## config.mk

```make
export PLATFORM = sky130hd
export DESIGN_NAME = simon_cfg_regs
export DESIGN_NICKNAME = d
export VERILOG_FILES = /design/src/rtl/simon_cfg_regs.sv
export SDC_FILE = /design/constraint.sdc
export NUM_CORES = 1
export LEC_CHECK = 0
export ABC_CLOCK_PERIOD_IN_PS = 4300
export BUFFER_PORTS_ARGS = -buffer_cell sky130_fd_sc_hd__buf_4
export CAP_MARGIN = 25
export CORE_MARGIN = 5
export CORE_UTILIZATION = 29
export CTS_BUF_LIST = sky130_fd_sc_hd__clkbuf_2
export CTS_CLUSTER_DIAMETER = 40
export DETAILED_ROUTE_END_ITERATION = 7
export PLACE_DENSITY = 0.51
export SETUP_SLACK_MARGIN = 0.2
export SLEW_MARGIN = 5
export SYNTH_ARGS = -nofsm -noshare
export SYNTH_HDL_FRONTEND = slang
export SYNTH_SLANG_ARGS = --single-unit
```

## constraint.sdc

```tcl
create_clock -name simon_cfg_clk -period 4.3 [get_ports simon_cfg_clk]
set_clock_uncertainty 0.1 [all_clocks]
set_input_delay 0.645 -clock simon_cfg_clk [delete_from_list [all_inputs] [get_ports simon_cfg_clk]]
set_output_delay 0.645 -clock simon_cfg_clk [all_outputs]
set_load 0.05 [all_outputs]
```

## src/rtl/simon_cfg_regs.sv

```systemverilog
// AXI4-Lite configuration register file for the Simon cipher core.
// Holds the 128-bit key and control bits, issues the start pulse, tracks
// sticky done/err status and drives a level interrupt back to software.
module simon_cfg_regs #(
  parameter int          CFG_ADDR_WIDTH = 12,
  parameter int          CFG_DATA_WIDTH = 32,
  parameter int          CFG_STRB_WIDTH = 4,
  parameter int          CFG_PROT_WIDTH = 3,
  parameter int          CFG_RESP_WIDTH = 2,
  parameter logic [31:0] VERSION        = 32'h5349_0100
) (
  input  logic                      simon_cfg_clk,
  input  logic                      simon_cfg_rstn,
  input  logic [CFG_ADDR_WIDTH-1:0] simon_cfg_awaddr,
  input  logic [CFG_PROT_WIDTH-1:0] simon_cfg_awprot,
  input  logic                      simon_cfg_awvalid,
  output logic                      simon_cfg_awready,
  input  logic [CFG_DATA_WIDTH-1:0] simon_cfg_wdata,
  input  logic [CFG_STRB_WIDTH-1:0] simon_cfg_wstrb,
  input  logic                      simon_cfg_wvalid,
  output logic                      simon_cfg_wready,
  output logic [CFG_RESP_WIDTH-1:0] simon_cfg_bresp,
  output logic                      simon_cfg_bvalid,
  input  logic                      simon_cfg_bready,
  input  logic [CFG_ADDR_WIDTH-1:0] simon_cfg_araddr,
  input  logic [CFG_PROT_WIDTH-1:0] simon_cfg_arprot,
  input  logic                      simon_cfg_arvalid,
  output logic                      simon_cfg_arready,
  output logic [CFG_DATA_WIDTH-1:0] simon_cfg_rdata,
  output logic [CFG_RESP_WIDTH-1:0] simon_cfg_rresp,
  output logic                      simon_cfg_rvalid,
  input  logic                      simon_cfg_rready,
  output logic [127:0]              key_o,
  output logic                      decrypt_o,
  output logic                      start_o,
  input  logic                      busy_i,
  input  logic                      done_i,
  output logic                      irq_o
);

  // Handshake rule on every channel: a transfer happens on a rising edge
  // where valid and ready are both 1; a source holds valid and payload
  // stable until that edge, and readies here are registered outputs.

  localparam logic [0:0] W_IDLE = 1'b0;
  localparam logic [0:0] W_RESP = 1'b1;
  localparam logic [0:0] R_IDLE = 1'b0;
  localparam logic [0:0] R_DATA = 1'b1;

  localparam logic [CFG_RESP_WIDTH-1:0] RESP_OKAY   = 2'b00;
  localparam logic [CFG_RESP_WIDTH-1:0] RESP_SLVERR = 2'b10;

  logic [0:0]                w_state, r_state;
  logic                      aw_held, w_held;
  logic [CFG_ADDR_WIDTH-1:0] aw_addr_q;
  logic [31:0]               w_data_q;
  logic [3:0]                w_strb_q;
  logic                      awready_q, wready_q, arready_q;
  logic [1:0]                bresp_q, rresp_q;
  logic [31:0]               rdata_q;

  logic [3:0][31:0]          key_q;
  logic                      decrypt_q, irq_en_q, done_q, err_q, start_q, irq_q;

  logic                      aw_hs, w_hs, ar_hs, wr_fire;
  logic [CFG_ADDR_WIDTH-1:0] wr_addr;
  logic [31:0]               wr_data;
  logic [3:0]                wr_strb;
  logic                      wr_hit, rd_hit;
  logic                      ctrl_wr, stat_wr, start_go, start_rej, clr_done, clr_err;
  logic [3:0]                key_wr;
  logic [31:0]               rd_val;
  logic                      unused_ok;

  // A hit needs every address bit above the decoded window clear and an offset up to VERSION.
  function automatic logic addr_hit(input logic [CFG_ADDR_WIDTH-1:0] a);
    return (a[CFG_ADDR_WIDTH-1:5] == '0) && (a[4:2] <= 3'd6);
  endfunction

  assign aw_hs   = simon_cfg_awvalid & awready_q;
  assign w_hs    = simon_cfg_wvalid & wready_q;
  assign ar_hs   = simon_cfg_arvalid & arready_q;
  assign wr_fire = (w_state == W_IDLE) & (aw_held | aw_hs) & (w_held | w_hs);
  assign wr_addr = aw_hs ? simon_cfg_awaddr : aw_addr_q;
  assign wr_data = w_hs ? simon_cfg_wdata : w_data_q;
  assign wr_strb = w_hs ? simon_cfg_wstrb : w_strb_q;
  assign wr_hit  = addr_hit(wr_addr);
  assign rd_hit  = addr_hit(simon_cfg_araddr);

  // Decode the committing write into per-register strobes; W1C and start act only with byte 0 enabled.
  always_comb begin
    ctrl_wr   = wr_fire & wr_hit & (wr_addr[4:2] == 3'd0) & wr_strb[0];
    stat_wr   = wr_fire & wr_hit & (wr_addr[4:2] == 3'd1) & wr_strb[0];
    start_go  = ctrl_wr & wr_data[0] & ~busy_i;
    start_rej = ctrl_wr & wr_data[0] & busy_i;
    clr_done  = stat_wr & wr_data[1];
    clr_err   = stat_wr & wr_data[2];
    key_wr    = '0;
    for (int k = 0; k < 4; k++) begin
      key_wr[k] = wr_fire & wr_hit & (wr_addr[4:2] == 3'(k + 2));
    end
  end

  // Read mux; unmapped offsets return zero.
  always_comb begin
    rd_val = '0;
    case (simon_cfg_araddr[4:2])
      3'd0:    rd_val = {29'd0, irq_en_q, decrypt_q, 1'b0};
      3'd1:    rd_val = {29'd0, err_q, done_q, busy_i};
      3'd2:    rd_val = key_q[0];
      3'd3:    rd_val = key_q[1];
      3'd4:    rd_val = key_q[2];
      3'd5:    rd_val = key_q[3];
      3'd6:    rd_val = VERSION;
      default: rd_val = '0;
    endcase
    if (!rd_hit) rd_val = '0;
  end

  // Write FSM: capture AW and W independently, commit once both are held, then hold the response.
  always_ff @(posedge simon_cfg_clk or negedge simon_cfg_rstn) begin
    if (!simon_cfg_rstn) begin
      w_state   <= W_IDLE;
      aw_held   <= 1'b0;
      w_held    <= 1'b0;
      aw_addr_q <= '0;
      w_data_q  <= '0;
      w_strb_q  <= '0;
      awready_q <= 1'b0;
      wready_q  <= 1'b0;
      bresp_q   <= RESP_OKAY;
    end else begin
      case (w_state)
        W_IDLE: begin
          if (wr_fire) begin
            w_state   <= W_RESP;
            aw_held   <= 1'b0;
            w_held    <= 1'b0;
            awready_q <= 1'b0;
            wready_q  <= 1'b0;
            bresp_q   <= wr_hit ? RESP_OKAY : RESP_SLVERR;
          end else begin
            if (aw_hs) begin
              aw_held   <= 1'b1;
              aw_addr_q <= simon_cfg_awaddr;
            end
            if (w_hs) begin
              w_held   <= 1'b1;
              w_data_q <= simon_cfg_wdata;
              w_strb_q <= simon_cfg_wstrb;
            end
            awready_q <= ~(aw_held | aw_hs);
            wready_q  <= ~(w_held | w_hs);
          end
        end
        W_RESP: begin
          if (simon_cfg_bready) begin
            w_state   <= W_IDLE;
            awready_q <= 1'b1;
            wready_q  <= 1'b1;
          end
        end
      endcase
    end
  end

  // Register file update: byte-enabled key/ctrl writes, sticky status where a set beats a clear.
  always_ff @(posedge simon_cfg_clk or negedge simon_cfg_rstn) begin
    if (!simon_cfg_rstn) begin
      key_q     <= '0;
      decrypt_q <= 1'b0;
      irq_en_q  <= 1'b0;
      done_q    <= 1'b0;
      err_q     <= 1'b0;
      start_q   <= 1'b0;
      irq_q     <= 1'b0;
    end else begin
      start_q <= start_go;
      if (ctrl_wr) begin
        decrypt_q <= wr_data[1];
        irq_en_q  <= wr_data[2];
      end
      done_q <= (done_q & ~clr_done) | done_i;
      err_q  <= (err_q & ~clr_err) | start_rej;
      irq_q  <= done_q & irq_en_q;
      for (int k = 0; k < 4; k++) begin
        for (int b = 0; b < 4; b++) begin
          if (key_wr[k] && wr_strb[b]) key_q[k][8*b +: 8] <= wr_data[8*b +: 8];
        end
      end
    end
  end

  // Read FSM: register data on the address handshake and hold it until the master takes it.
  always_ff @(posedge simon_cfg_clk or negedge simon_cfg_rstn) begin
    if (!simon_cfg_rstn) begin
      r_state   <= R_IDLE;
      arready_q <= 1'b0;
      rdata_q   <= '0;
      rresp_q   <= RESP_OKAY;
    end else begin
      case (r_state)
        R_IDLE: begin
          if (ar_hs) begin
            r_state   <= R_DATA;
            arready_q <= 1'b0;
            rdata_q   <= rd_val;
            rresp_q   <= rd_hit ? RESP_OKAY : RESP_SLVERR;
          end else begin
            arready_q <= 1'b1;
          end
        end
        R_DATA: begin
          if (simon_cfg_rready) begin
            r_state   <= R_IDLE;
            arready_q <= 1'b1;
          end
        end
      endcase
    end
  end

  assign simon_cfg_awready = awready_q;
  assign simon_cfg_wready  = wready_q;
  assign simon_cfg_bvalid  = (w_state == W_RESP);
  assign simon_cfg_bresp   = bresp_q;
  assign simon_cfg_arready = arready_q;
  assign simon_cfg_rvalid  = (r_state == R_DATA);
  assign simon_cfg_rdata   = rdata_q;
  assign simon_cfg_rresp   = rresp_q;
  assign key_o             = key_q;
  assign decrypt_o         = decrypt_q;
  assign start_o           = start_q;
  assign irq_o             = irq_q;

  // Protection bits and byte-lane address bits carry no meaning for this block.
  assign unused_ok = ^{simon_cfg_awprot, simon_cfg_arprot, wr_addr[1:0], simon_cfg_araddr[1:0],
                       wr_data[31:3]};

endmodule
```

## After elaboration in Yosys (flattened, before gate mapping)

Index checks and enable logic that the tools add are counted.

- Multiplexer cells: 25
- Reduce and logical (&&, ||, !) cells: 30
- Magnitude comparators: 2
- Bitwise logic cells: 34
- Equality and inequality tests: 13

Operators by type and width:

| kind | number |
|---|---|
| $pmux W32 S7 | 1 |
| $mux W32 | 2 |
| $and A1 B1 Y1 | 22 |
| $logic_and A1 B1 Y1 | 18 |
| $eq A3 B3 Y1 const B | 5 |
| $logic_not A7 Y1 | 2 |
| $mux W1 | 13 |
| $eq A3 B2 Y1 const B | 4 |
| $mux W12 | 1 |
| $pmux W1 S2 | 5 |
| $reduce_and A2 Y1 | 5 |
| $not A1 Y1 | 8 |
| $eq A3 B1 Y1 const B | 2 |
| $le A3 B3 Y1 const B | 2 |
| $logic_not A3 Y1 | 2 |
| $mux W2 | 2 |
| $mux W4 | 1 |
| $ne A2 B2 Y1 const B | 2 |
| $or A1 B1 Y1 | 4 |
| $reduce_bool A2 Y1 | 2 |
| $reduce_and A3 Y1 | 1 |

- Output and inout port bits: 172
- Input bits: 75
- Flip-flop bits (word level): 225
- Word-level logic and storage cells: 140

## Logic depth before layout (Yosys ltp)

Gate-level depths: netlist of run 1.

- Word-level depth: 11
- Depth in mapped cells: 7
- Mapped depth without buffers: 5

## Worst setup path before layout of run 1

No wires, ideal clock.

- Kind: in2reg
- Start point: input simon_cfg_awvalid
- End point: register key_q, in the netlist key_o[72]
- Stages: 6
- Arrival time: 2.312 ns
- Path buffers: 1
- Required time: 4.075 ns
- Library setup time: 0.125 ns
- Setup slack: 1.763 ns
- Path through: buf_4 -> nand2_2 -> mux2i_2 -> o2111ai_1 -> nor2_2 -> mux2_2

- Longest elaborated chain between the ends: 7
- Elaborated cells between the ends (all ways): 12
- Classes of those cells: order compare: 1; eq/ne: 1; mux: 1; bitwise: 6; reduce/logical: 3

Ends and longest elaborated chain:

| element | RTL line | text |
|---|---|---|
| from (decl) | 16 | `input logic simon_cfg_awvalid,` |
| $and A1 B1 Y1 (*) | 80 | `assign aw_hs = simon_cfg_awvalid & awready_q;` |
| $mux W12 or $or A1 B1 Y1 (tied branches) | -- |  |
| $le A3 B3 Y1, or another cell as far along | 77 | `return (a[CFG_ADDR_WIDTH-1:5] == '0) && (a[4:2] <= 3'd6);` |
| $logic_and A1 B1 Y1 or $and A1 B1 Y1 (tied branches) | 77, 83 |  |
| $and A1 B1 Y1 | 100 | `key_wr[k] = wr_fire & wr_hit & (wr_addr[4:2] == 3'(k + 2));` |
| $and A1 B1 Y1 (*) | 100 |  |
| $logic_and A1 B1 Y1 (*) | 188 | `if (key_wr[k] && wr_strb[b]) key_q[k][8*b +: 8] <= wr_data[8*b +: 8];` |
| to (signal, indexed assignment) | 188 |  |
| to (decl) | 62 | `logic [3:0][31:0] key_q;` |

Mark *: on every way between the ends. The rest lies on a longest branch, timed or not.
A chain may end at the register's enable or synchronous reset.

## Final worst setup path of run 1

- Start point: input simon_cfg_awaddr[9]
- End point: register key_q, in the netlist key_o[15]

- Longest elaborated chain between the ends: 6

Ends and longest elaborated chain:

| element | RTL line | text |
|---|---|---|
| from (decl) | 14 | `input logic [CFG_ADDR_WIDTH-1:0] simon_cfg_awaddr,` |
| $mux W12 | -- |  |
| $logic_not A7 Y1 | 77 |  |
| $logic_and A1 B1 Y1 | 77 |  |
| $and A1 B1 Y1 (2 in series) | 100 |  |
| $logic_and A1 B1 Y1 | 188 |  |

Every way passes these cells.

==> reports/metrics.csv, run 1 <==
metric;value;unit
Initial DRT Pass Iterations;4;
top sig layer;met4;
Worst Tran Pin Value;0.810;ns
Vias per Instance;4.86;
Clock power frac;25.5;%
CP Capture Type;register;
largest net degree at the start of global routing;81;
total power;6.27;mW
EDFF count, synth;0;
Layout Utilization;38.6;%
f_max;328;MHz
Post-Syn Area;9880;sq um
DP HPWL;22900;microns
routed len/inst;21.9;microns
core area;33600;sq um
Die H;195;microns
startpoint class of the critical path;input pin;
setup ws final;1.25;ns
Reg clk slew, reported paths;0.12;ns
final setup vio count;0;
PortBufs;234;
layout cells sized above 1;54.8;%
status;finished clean;
Mapped Cells;741;
total CTS buffers;67;
Max-Slew Margin vs Limit;45.6;%
post-route cell area;13000;sq um
Synth Register Bits;221;
# H-tree levels;3;
Cell variety after synth;55;
Area Growth Syn to Fin;31.3;%
Initial Util;29.4;%
Die Wd;195;microns
antenna-violating nets left;0;
First DRT Iteration DRCs;337;
Power Dens Cells;483;nW/um^2
number of global-route vias before repair;8118;
dpl cell area;12200;sq um
synth cell count leaders;221 x dfrtp_1, 208 x mux2_2, 36 x nand2_1;
Crit Path Class;in -> reg;
share of the synthesized area in the top cell type;56.0;%
# IOs;247;
Yosys warning count;0;
Clock Sinks;221;
post-placement cell count;1404;
Layout Cells excl Fill;1536;
global route overflow;0;
Critical Path AT;3.56;ns
hold_ws;0.133;ns
largest cells by area after synthesis;dfrtp_1 56%, mux2_2 24%, a22o_1 2.5%;
DRT met1 WL;15000;microns
hold buffer count at CTS;16;
Lkg Pwr;6.44;nW
Avg Cell Area, Syn;13.3;sq um
metal3 WL;2350;microns
clk_lat worst skew;0.79;ns
switching pwr;2.35;mW
Root Buffer;clkbuf_2;
Yosys top cell by area;dfrtp_1;
# DRC;0;
initial antenna violation count;1;
max-slew violation count;0;
CTS tree;done;
Seq/Total Area, Yosys;56.0;%
met2 wire length;15400;microns
most numerous cell in the Yosys netlist;dfrtp_1;
largest fanout on the critical path;8;
Max VDD drop;0.233;mV
Max clock buf depth;3;
Flop pwr share;41.8;%
Hold Vio Cnt, Final;0;
fraction of registers with async set or reset after synthesis;100;%
hold crit path type;in -> reg;
# Post-CTS Setup Buffers;0;
period utilization;71.0;%
Tot GR Track Use;17.5;%
first-pass GRT wire length;50900;microns
switching portion of total power;37.5;%
Tmin final;3.05;ns
via count of the routed design;7466;
die area;37900;sq um
post-placement worst setup slack;1.05;ns
ys flop type;dfrtp_1;
final setup TNS;0;ns
Int Pwr;3.92;mW
Resize count post-CTS;0;
Worst EP required;4.81;ns
unrepaired setup endpoints after global routing;no;
nets@finish;1116;
Max-Cap Viols;0;
Comb pwr share;32.7;%
Final GP Congestion;0.777;
Routed WL;33700;microns
site row count;67;
-- cell usage in the layout, fill, tap and decap left out, drive strengths merged, types with 3 or more instances in the layout --
cell type and instances:
nor3 9, a22o 28, o21ai 27, dfrtp 221, mux2i 23, o22ai 9, and2 4, nor2b 3
nand2b 6, a22oi 5, mux2 208, a21oi 18, nor2 39, buf 248, or2 4, dlygate4sd3 16
clkbuf 98, inv 7, nand2 45, a221oi 19, clkinv 13
-- logic make-up after synthesis --
family	after synthesis	synth area share (%)
buffers and inverters	39	1.70
flip-flops	221	56.0
other	1	0.0379
AND/OR/NAND/NOR	127	6.85
AO/OA/AOI/OAI	121	9.17
multiplexers	232	26.3
-- final cells by class --
type / instances / area [sq um]
diodes: 1 / 2.50
clock buffers: 98 / 490
clock inverters: 17 / 97.6
fillers: 3356 / 20600
inverters: 5 / 18.8
multi-input cells: 482 / 4210
flip-flops and latches: 221 / 5530
well taps: 448 / 561
repair buffers: 264 / 2070
-- registers in the layout, summed over array words and instances (netlist names) --
register,cells
aw_addr_q,10
aw_held,1
decrypt_o,1
done_q,1
err_q,1
irq_en_q,1
irq_o,1
key_o,128
simon_cfg_arready,1
simon_cfg_awready,1
simon_cfg_bresp,1
simon_cfg_bvalid,1
simon_cfg_rdata,32
simon_cfg_rresp,1
simon_cfg_rvalid,1
simon_cfg_wready,1
start_o,1
w_data_q,32
w_held,1
w_strb_q,4
-- worst max-delay path: stages --
cell and delay (ns):
dlygate4sd3_1 0.54, buf_4 0.14, nor4_1 0.52, nand2_1 0.28, a2111oi_4 0.73, nand2_2 0.36
mux2_2 0.35
-- per-layer routing --
layer / vias up / track usage (%)
li1: 3371 / -
met1: 3768 / 23.8
met2: 255 / 26.9
met3: 72 / 4.97
met4: 0 / 5.83
met5: - / 0
-- power groups by stage --
| stage | clock, mW | sequential [mW] | combinational [mW] |
|---|---|---|---|
| after floorplan | 0 | 2.90 | 1.16 |
| after global placement | 0 | 2.65 | 2.06 |
| after detailed placement | 0 | 2.66 | 2.08 |
| after CTS | 1.68 | 2.62 | 2.09 |
| after global routing | 1.78 | 2.66 | 2.22 |
| final | 1.60 | 2.62 | 2.05 |
-- path summary, 6_finish.rpt --
check | slack [ns] | depth (start not counted) | endpoint | startpoint
setup / recovery | 1.25 | 7 | key_o[15]$_DFFE_PN0P_ | simon_cfg_awaddr[9]
hold / removal | 0.13 | 4 | simon_cfg_wready$_DFFE_PN0P_ | simon_cfg_bready
setup reg to reg | 1.32 | 5 | key_o[79]$_DFFE_PN0P_ | simon_cfg_awready$_DFFE_PN0P_
hold reg to reg | 0.38 | 2 | simon_cfg_rdata[11]$_DFFE_PN0P_ | simon_cfg_rdata[11]$_DFFE_PN0P_
max in group asynchronous | 2.75 | 3 | simon_cfg_rdata[10]$_DFFE_PN0P_ | simon_cfg_rstn
min in group asynchronous | 0.31 | 2 | key_o[67]$_DFFE_PN0P_ | simon_cfg_rstn
(Power assumes the default switching activity.)
==> inputs of run 2 (changes only) <==
--- a/config.mk
+++ b/config.mk
@@ -5,7 +5,7 @@
 export SDC_FILE = /design/constraint.sdc
 export NUM_CORES = 1
 export LEC_CHECK = 0
-export ABC_CLOCK_PERIOD_IN_PS = 4300
+export ABC_CLOCK_PERIOD_IN_PS = 2700
 export BUFFER_PORTS_ARGS = -buffer_cell sky130_fd_sc_hd__buf_4
 export CAP_MARGIN = 25
 export CORE_MARGIN = 5
@@ -13,7 +13,7 @@
 export CTS_BUF_LIST = sky130_fd_sc_hd__clkbuf_2
 export CTS_CLUSTER_DIAMETER = 40
 export DETAILED_ROUTE_END_ITERATION = 7
-export PLACE_DENSITY = 0.51
+export PLACE_DENSITY = 0.52
 export SETUP_SLACK_MARGIN = 0.2
 export SLEW_MARGIN = 5
 export SYNTH_ARGS = -nofsm -noshare
==> constraint.sdc (replaced) <==
create_clock -name simon_cfg_clk -period 2.7 [get_ports simon_cfg_clk]
set_clock_uncertainty 0.1 [all_clocks]
set_input_delay 0.405 -clock simon_cfg_clk [delete_from_list [all_inputs] [get_ports simon_cfg_clk]]
set_output_delay 0.405 -clock simon_cfg_clk [all_outputs]
set_load 0.05 [all_outputs]
==> run 2 against run 1 <==
Power is 60% higher. Global-route usage barely moved. Register-to-register slack got worse by 0.99 ns. Count of clock-buffer cells in the layout fell by 2.
==> reports/metrics.csv, run 2 (synthesized netlist as in run 1, its figures left out) <==
metric;value;unit
Clock power frac;23.5;%
# IOs;247;
site row count;67;
total CTS buffers;61;
initial antenna violation count;2;
Critical Path AT;2.97;ns
hold crit path type;in -> reg;
Worst Hold Launch;simon_cfg_araddr[9];
CP Capture Type;register;
Comb pwr share;34.8;%
PortBufs;234;
First DRT Iteration DRCs;332;
Largest stage delay, worst path;0.50;ns
most common cell after layout, fill and taps aside;buf_4;
Tot GR Track Use;17.5;%
Max-Cap Viols;0;
setup ws final;0.333;ns
Tmin final;2.37;ns
core area;33600;sq um
post-route cell area;13700;sq um
launching point of the worst reg2reg path;simon_cfg_awready$_DFFE_PN0P_;
via count of the routed design;7760;
Flop pwr share;41.7;%
Final GP Congestion;0.802;
switching pwr;3.75;mW
number of global-route vias before repair;8346;
Root Buffer;clkbuf_2;
fillers;3279;
f_max;423;MHz
layout cells sized above 1;54.0;%
largest net degree at the start of global routing;76;
Max-Slew Margin vs Limit;57.6;%
Power Dens Cells;730;nW/um^2
Int Pwr;6.27;mW
Crit Path Class;reg -> reg;
Initial DRT Pass Iterations;4;
Max VDD drop;0.309;mV
max-slew violation count;0;
Worst Tran Pin Value;0.636;ns
Area Growth Syn to Fin;38.8;%
die area;37900;sq um
Vias per Instance;4.82;
status;finished clean;
max reg flops;128;
Routed WL;33600;microns
Layout Utilization;40.8;%
# H-tree levels;2;
nets@finish;1190;
global route overflow;0;
Initial Util;29.4;%
DP HPWL;23600;microns
final setup vio count;0;
dpl cell area;12500;sq um
Clock Sinks;221;
CP Cell Sequence;nand2_2 -> mux2i_4 -> o2111ai_1 -> buf_4 -> nor2_4 -> mux2_2;
most frequent cells in the layout;272 x buf_4, 220 x dfrtp_1, 208 x mux2_2, 96 x clkbuf_2, 62 x dlygate4sd3_1;
antenna-violating nets left;0;
register area;5530;sq um
final setup TNS;0;ns
switching portion of total power;37.4;%
Max clock buf depth;3;
Lkg Pwr;6.78;nW
worst path bufs/invs;1;
CP delay by family, top;multiplexers;
post-placement worst setup slack;0.124;ns
Max stage delay cell, worst path;dfrtp_2;
multi-input combinational cell area;4220;sq um
routed len/inst;20.9;microns
Die H;195;microns
first-pass GRT wire length;51500;microns
hold_ws;0.115;ns
period utilization;87.6;%
# DRC;0;
largest fanout on the critical path;11;
startpoint class of the critical path;register;
Hold Vio Cnt, Final;0;
CTS tree;done;
clk_lat worst skew;0.84;ns
Worst EP required;3.30;ns
Reg clk slew, reported paths;0.10;ns
Die Wd;195;microns
critical path startpoint;simon_cfg_awready$_DFFE_PN0P_;
unrepaired setup endpoints after global routing;no;
register-to-register setup slack;0.33;ns
[run 2: cell types whose count changed in the layout (fill, tap and decap cells not counted), moves of 2 or more]
cell,change
clkbuf_2,-2
dlygate4sd3_1,+46
buf_12,+5
and2_1,-2
buf_4,+29
[run 2: metrics by stage]
stage | power [mW] | instances
6_report | 10.0 | 1610
5_1_grt | 10.7 | 1610
4_1_cts | 10.2 | 1608
3_5_place_dp | 7.67 | 1437
3_3_place_gp | 7.61 | 1435
2_1_floorplan | 6.48 | 742
[run 2: final timing paths]
| path | cells past startpoint | to |
|---|---|---|
| setup reg to reg | 6 | key_o[92]$_DFFE_PN0P_ |
| setup / recovery | 6 | key_o[92]$_DFFE_PN0P_ |
| hold reg to reg | 2 | simon_cfg_rdata[22]$_DFFE_PN0P_ |
| max in group asynchronous | 4 | key_o[31]$_DFFE_PN0P_ |
| hold / removal | 5 | simon_cfg_rresp[1]$_DFFE_PN0P_ |
| min in group asynchronous | 3 | simon_cfg_bvalid$_DFF_PN0_ |
[run 2: final cells by class]
| cell class | instances | share of cell area (%) |
|---|---|---|
| antenna | 1 | 0.0182 |
| clock buffer | 96 | 3.50 |
| clock inverter | 13 | 0.374 |
| inverter | 5 | 0.137 |
| multi-input combinational | 482 | 30.8 |
| sequential | 221 | 40.3 |
| tap | 448 | 4.09 |
| timing repair buffer | 344 | 20.8 |
[run 2: worst register-to-register path: stages, from the launching register on]
cell and delay, ns:
dfrtp_2 0.50, nand2_2 0.18, mux2i_4 0.39, o2111ai_1 0.18
buf_4 0.20, nor2_4 0.31, mux2_2 0.38
[run 2: power groups by stage]
stage	clock network (mW)	registers, mW	logic (mW)
floorplan	0	4.62	1.85
global placement	0	4.23	3.39
detailed placement	0	4.25	3.43
CTS	2.49	4.18	3.53
global route	2.65	4.25	3.75
finish	2.35	4.18	3.48
[run 2: what timing repair did]
item,in CTS,in global routing
gates resized for setup,0,3
buffers inserted,0,1
hold endpoints to repair,420,0
hold buffers,62,0
endpoints found under the setup margin,0,85
[run 2: routing by layer]
metal / vias up / global-route usage [%] / share of wire (%)
li1: 3531 / - / -
met1: 3875 / 23.7 / 44
met2: 301 / 27.5 / 46
met3: 51 / 5.14 / 8.5
met4: 2 / 4.84 / 1.8
met5: - / 0 / 0.021
